File: src/rtl/fp_result_serializer_if.sv
// Bundle of result-capture and byte-link signals for fp_result_serializer.
// Latency: none (wires only).
// Backpressure: tx_ready from the UART side; the result side cannot be stalled.
interface fp_result_serializer_if;
  logic [31:0] result;
  logic        result_valid;
  logic [7:0]  tx_data;
  logic        tx_valid;
  logic        tx_ready;
  logic        fifo_full;
  logic        overflow;
  logic [7:0]  drop_count;
  logic        busy;

  // Producer/consumer side (drives results, accepts bytes)
  modport master (
    output result, result_valid, tx_ready,
    input  tx_data, tx_valid, fifo_full, overflow, drop_count, busy
  );

  // Serializer side
  modport slave (
    input  result, result_valid, tx_ready,
    output tx_data, tx_valid, fifo_full, overflow, drop_count, busy
  );
endinterface

File: src/rtl/fp_result_serializer.sv
// Buffers FP32 add/sub results in a FIFO and drains each word as 4 bytes (valid/ready).
// Latency: result sampled at edge k -> tx_valid high after edge k+1; 1 byte/cycle with tx_ready=1.
// Backpressure: tx_ready stalls bytes; words arriving to a full FIFO are dropped and counted.
// Build option FP_SER_SYNC_BYTE_EN: each word is preceded by the sync byte 8'hA5.
module fp_result_serializer #(
  parameter int DEPTH     = 4,
  parameter int MSB_FIRST = 1
) (
  input logic                   clk,
  input logic                   reset,
  fp_result_serializer_if.slave bus
);
  localparam int AW = $clog2(DEPTH);

`ifdef FP_SER_SYNC_BYTE_EN
  typedef enum logic [1:0] {S_IDLE, S_SYNC, S_SEND} state_t;
  localparam state_t S_FIRST = S_SYNC;
`else
  typedef enum logic {S_IDLE, S_SEND} state_t;
  localparam state_t S_FIRST = S_SEND;
`endif

  logic [31:0] r_mem [DEPTH];
  logic [AW:0] r_wr_ptr;
  logic [AW:0] r_rd_ptr;
  logic [31:0] r_shift;
  logic [1:0]  r_idx;
  state_t      r_state;
  logic        r_overflow;
  logic [7:0]  r_drop_count;

  logic        w_empty;
  logic        w_full;
  logic        w_push;
  logic        w_pop;
  logic        w_drop;
  state_t      w_state_nxt;
  logic [1:0]  w_idx_nxt;
  logic        w_tx_valid;
  logic [7:0]  w_tx_data;
  logic [1:0]  w_byte_sel;

  // Extra pointer MSB distinguishes full from empty when the index bits match.
  assign w_empty = (r_wr_ptr == r_rd_ptr);
  assign w_full  = (r_wr_ptr[AW] != r_rd_ptr[AW]) &&
                   (r_wr_ptr[AW-1:0] == r_rd_ptr[AW-1:0]);

  // A pop in the same cycle frees a slot, so a full FIFO still accepts the word.
  assign w_push = bus.result_valid && (!w_full || w_pop);
  assign w_drop = bus.result_valid && w_full && !w_pop;

  // Byte lane for the current index; lane 3 is bits [31:24].
  assign w_byte_sel = (MSB_FIRST != 0) ? (2'd3 - r_idx) : r_idx;

  // Next-state, pop request and byte-link outputs.
  always_comb begin
    w_state_nxt = r_state;
    w_idx_nxt   = r_idx;
    w_pop       = 1'b0;
    w_tx_valid  = 1'b0;
    w_tx_data   = 8'h00;
    case (r_state)
      S_IDLE: begin
        if (!w_empty) begin
          w_pop       = 1'b1;
          w_idx_nxt   = 2'd0;
          w_state_nxt = S_FIRST;
        end
      end
`ifdef FP_SER_SYNC_BYTE_EN
      S_SYNC: begin
        w_tx_valid = 1'b1;
        w_tx_data  = 8'hA5;
        if (bus.tx_ready) begin
          w_state_nxt = S_SEND;
        end
      end
`endif
      S_SEND: begin
        w_tx_valid = 1'b1;
        w_tx_data  = r_shift[{w_byte_sel, 3'b000} +: 8];
        if (bus.tx_ready) begin
          if (r_idx != 2'd3) begin
            w_idx_nxt = r_idx + 2'd1;
          end else if (!w_empty) begin
            // Back-to-back words: load the next one on the last accept, no bubble.
            w_pop       = 1'b1;
            w_idx_nxt   = 2'd0;
            w_state_nxt = S_FIRST;
          end else begin
            w_state_nxt = S_IDLE;
          end
        end
      end
      default: w_state_nxt = S_IDLE;
    endcase
  end

  // FSM state, byte index and the word being serialized.
  always_ff @(posedge clk) begin
    if (!reset) begin
      r_state <= S_IDLE;
      r_idx   <= 2'd0;
      r_shift <= 32'h0;
    end else begin
      r_state <= w_state_nxt;
      r_idx   <= w_idx_nxt;
      if (w_pop) begin
        r_shift <= r_mem[r_rd_ptr[AW-1:0]];
      end
    end
  end

  // FIFO pointers; reset empties the queue and discards pending words.
  always_ff @(posedge clk) begin
    if (!reset) begin
      r_wr_ptr <= '0;
      r_rd_ptr <= '0;
    end else begin
      if (w_push) r_wr_ptr <= r_wr_ptr + 1'b1;
      if (w_pop)  r_rd_ptr <= r_rd_ptr + 1'b1;
    end
  end

  // FIFO storage; contents are only meaningful between the pointers.
  always_ff @(posedge clk) begin
    if (w_push) begin
      r_mem[r_wr_ptr[AW-1:0]] <= bus.result;
    end
  end

  // Drop pulse lands one cycle after the dropping edge; counter saturates.
  always_ff @(posedge clk) begin
    if (!reset) begin
      r_overflow   <= 1'b0;
      r_drop_count <= 8'h00;
    end else begin
      r_overflow <= w_drop;
      if (w_drop && (r_drop_count != 8'hFF)) begin
        r_drop_count <= r_drop_count + 8'h01;
      end
    end
  end

  assign bus.tx_valid   = w_tx_valid;
  assign bus.tx_data    = w_tx_data;
  assign bus.fifo_full  = w_full;
  assign bus.overflow   = r_overflow;
  assign bus.drop_count = r_drop_count;
  assign bus.busy       = (r_state != S_IDLE) || !w_empty;
endmodule

File: src/flat_wrapper.sv
// flat-port wrapper written by rule: the top's interface ports become plain ports
module fp_result_serializer_flat 
#(
  parameter int DEPTH     = 4,
  parameter int MSB_FIRST = 1
)
  (clk, reset, bus_result, bus_result_valid, bus_tx_ready, bus_tx_data, bus_tx_valid, bus_fifo_full, bus_overflow, bus_drop_count, bus_busy);
  fp_result_serializer_if bus_i ();
  input logic clk;
  input logic reset;
  input wire logic [$bits(bus_i.result)-1:0] bus_result;
  input wire logic [$bits(bus_i.result_valid)-1:0] bus_result_valid;
  input wire logic [$bits(bus_i.tx_ready)-1:0] bus_tx_ready;
  output wire logic [$bits(bus_i.tx_data)-1:0] bus_tx_data;
  output wire logic [$bits(bus_i.tx_valid)-1:0] bus_tx_valid;
  output wire logic [$bits(bus_i.fifo_full)-1:0] bus_fifo_full;
  output wire logic [$bits(bus_i.overflow)-1:0] bus_overflow;
  output wire logic [$bits(bus_i.drop_count)-1:0] bus_drop_count;
  output wire logic [$bits(bus_i.busy)-1:0] bus_busy;
  assign bus_i.result = bus_result;
  assign bus_i.result_valid = bus_result_valid;
  assign bus_i.tx_ready = bus_tx_ready;
  assign bus_tx_data = bus_i.tx_data;
  assign bus_tx_valid = bus_i.tx_valid;
  assign bus_fifo_full = bus_i.fifo_full;
  assign bus_overflow = bus_i.overflow;
  assign bus_drop_count = bus_i.drop_count;
  assign bus_busy = bus_i.busy;
  fp_result_serializer #(.DEPTH(DEPTH), .MSB_FIRST(MSB_FIRST)) u_core (.clk(clk), .reset(reset), .bus(bus_i));
endmodule
File: config.mk
export PLATFORM = sky130hd
export DESIGN_NAME = fp_result_serializer_flat
export DESIGN_NICKNAME = d
export VERILOG_FILES = /design/src/rtl/fp_result_serializer_if.sv /design/src/rtl/fp_result_serializer.sv /design/src/flat_wrapper.sv
export SDC_FILE = /design/constraint.sdc
export NUM_CORES = 1
export LEC_CHECK = 0
export ABC_AREA = 1
export ABC_CLOCK_PERIOD_IN_PS = 2400
export CORE_ASPECT_RATIO = 0.8
export CORE_MARGIN = 2
export CORE_UTILIZATION = 50
export DETAILED_ROUTE_END_ITERATION = 12
export PLACE_DENSITY_LB_ADDON = 0.3
export SYNTH_ARGS = -nofsm -noshare
export SYNTH_HDL_FRONTEND = slang
export SYNTH_SLANG_ARGS = --single-unit
export TNS_END_PERCENT = 1
File: constraint.sdc
create_clock -name clk -period 2.4 [get_ports clk]
set_input_delay 0.24 -clock clk [delete_from_list [all_inputs] [get_ports clk]]
set_output_delay 0.24 -clock clk [all_outputs]
set_load 0.02 [all_outputs]
==> results.json <==
{
  "status": "completed",
  "tightest_slew_ns": 0.681,
  "dr.pass1.iters": 5,
  "grt_use_total_pct": 22.1,
  "synthToLayoutAreaGrowth_pct": 19.7,
  "grt_first_pass_wirelength_mm": 25.3,
  "synth_seq_cells": 178,
  "clock_path_buffers": 2,
  "reg2reg_from": "u_core.r_idx[1]$_SDFFE_PN0P_",
  "grt_setup_unrepaired": "false",
  "design.core.area_um2": 14200,
  "timing_worst_setup_path_type": "reg2out",
  "r2r-end": "u_core.r_mem[2][9]$_DFFE_PP_",
  "ant_nets": 0,
  "die_width_um": 138,
  "reg2reg_slack_ns": 0.45,
  "seq_area_frac_synth_pct": 67.5,
  "period_needed_ns": 2.25,
  "critical_path_arrival_ns": 2.01,
  "drc": 0,
  "setup_violations": 0,
  "cts_resized": 3,
  "setup_tns_ns": 0,
  "place_hpwl_mm": 9.93,
  "path_clk_slew_ns": 0.07,
  "dieArea_um2": 15300,
  "critPathLaunch": "u_core.r_wr_ptr[0]$_SDFFE_PN0P_",
  "synth.distinct_cells": 30,
  "ir_drop_mv": 0.601,
  "crit_path_end": "bus_busy",
  "cp_max_fo": 5,
  "cts.sinks": 178,
  "relSlewSlack_pct": 54.6,
  "gp_congestion": 0.819,
  "post_cts_buffers": 0,
  "holdBufCountCts": 0,
  "drive_above_1_share_pct": 9.59,
  "powerDensity_nw_per_um2": 925,
  "reg2reg_depth": 6,
  "cts_inserted_buffers": 17,
  "finalCritPeriodShare_pct": 93.6,
  "max_freq_ghz": 0.445,
  "fp-row-count": 39,
  "drv_slew": 0,
  "clock_skew_ns": 0.00956,
  "drv_cap": 0,
  "end_kind": "output port",
  "routed_wl_mm": 16.0,
  "cts.htree.levels": 4,
  "cts-root-buf": "clkbuf_16",
  "p_leak_nw": 3.14,
  "portBuffers": 55,
  "syn-cell-area_um2": 7180,
  "final_cell_mix": "nor2_1 (175), edfxtp_1 (128), o21ai_0 (75)",
  "syn_area_per_cell_um2": 10.8,
  "nFillCells": 1095,
  "layout.nets": 762,
  "grt_overflow": 0,
  "crit_required_ns": 2.16,
  "clk_latency_ns": 0.42,
  "start_kind": "flop",
  "initial_core_util_pct": 50.7,
  "vias": 5042,
  "grt_pass1_vias": 4895,
  "layout_commonest_cell": "nor2_1",
  "dp_cells": 884,
  "via_per_inst": 5.52,
  "synth_cells": 664,
  "hold_path_startpoint": "bus_result[3]",
  "hold_path_class": "in2reg",
  "finalHoldViolCount": 0,
  "ios": 56,
  "yosysWarningCount": 0,
  "syn-num-nets": 707,
  "grt_max_degree": 67,
  "wire_per_inst_um": 17.5,
  "die_y_um": 111,
  "num_antenna_cells": 0,
  "fin_util_pct": 60.7,
  "tritoncts": "built",
  "antenna_found_initial": 0,
  "first_iter_violations": 557,
  "final_cell_count_no_fill": 914
}
-- power breakdown --
part	total, W	switching [W]	internal (W)
registers	0.00371	0.000151	0.00356
logic	0.00153	0.000996	0.000530
clock network	0.00271	0.00117	0.00154
-- worst max-delay path, cell delays in order (launching register included) --
cell and delay, ns:
dfxtp_1 0.35, inv_1 0.14, nand2_1 0.07, nand2_1 0.17, nand2_1 0.08, nor2_1 0.16
nand2_1 0.09, clkdlybuf4s50_1 0.54
-- cell families after synthesis --
family	synth area share, %
AO/OA/AOI/OAI	12.9
flip-flops	67.5
XOR/XNOR	0.488
buffers and inverters	3.99
AND/OR/NAND/NOR	13.8
adder cells (fa/ha/maj)	1.22
-- area by class of cell --
class	count	area (um^2)	area share, %
Timing Repair Buffer	72	773	9.00
Inverter	28	105	1.22
Sequential cell	178	4850	56.5
Clock inverter	13	150	1.75
Clock buffer	17	425	4.95
Multi-Input combinational cell	422	2050	23.9
Tap cell	184	230	2.68
-- state kept, by name, summed over array words and instances (netlist names) --
name / cells
u_core.bus.drop_count: 8
u_core.r_mem: 128
u_core.r_wr_ptr: 3
u_core.r_shift: 32
u_core.bus.overflow: 1
u_core.r_state: 1
u_core.r_rd_ptr: 3
u_core.r_idx: 2
-- synth_stat cells (all sizes together) --
library cell | number | share of area, %
buf | 24 | 1.9
dfxtp | 50 | 14
o22ai | 32 | 2.8
clkbuf | 12 | 0.63
xor2 | 2 | 0.24
a21oi | 20 | 1.6
nand4 | 9 | 0.87
nand3 | 8 | 0.98
nand2 | 39 | 2.2
xnor2 | 2 | 0.24
o21ai | 121 | 8.6
ha | 7 | 1.2
nand3b | 1 | 0.10
edfxtp | 128 | 54
nor2 | 181 | 9.7
inv | 27 | 1.4
clkinv | 1 | 0.052
-- per-stage QoR --
step | hold slack [ns] | area (um^2) | total power [W] | setup slack (ns)
floorplan | 0.339 | 7180 | 0.00476 | -0.298
global placement | 0.463 | 7990 | 0.00525 | 0.253
detailed placement | 0.471 | 7990 | 0.00529 | 0.190
CTS | 0.421 | 8570 | 0.00798 | 0.0160
global route | 0.439 | 8590 | 0.00831 | 0.00277
finish | 0.435 | 8590 | 0.00795 | 0.154
-- how the worst min path moves through the flow --
stage / end / slack (ns) / cells after the start
floorplan: u_core.r_mem[0][0]$_DFFE_PP_ / 0.34 / 0
global placement: u_core.r_shift[17]$_SDFFE_PN0P_ / 0.46 / 2
detailed placement: u_core.r_shift[17]$_SDFFE_PN0P_ / 0.47 / 2
CTS: u_core.r_mem[1][3]$_DFFE_PP_ / 0.42 / 1
global route: u_core.r_mem[0][19]$_DFFE_PP_ / 0.44 / 1
finish: u_core.r_mem[1][3]$_DFFE_PP_ / 0.44 / 1
-- metal layers --
layer	track usage (%)	wire length [um]	vias up
li1	-	-	2434
met4	9.46	307	0
met2	35.0	7640	190
met3	4.57	921	27
met1	29.5	7110	2391
met5	0	0	-
Power figures use the tool's default switching activity.
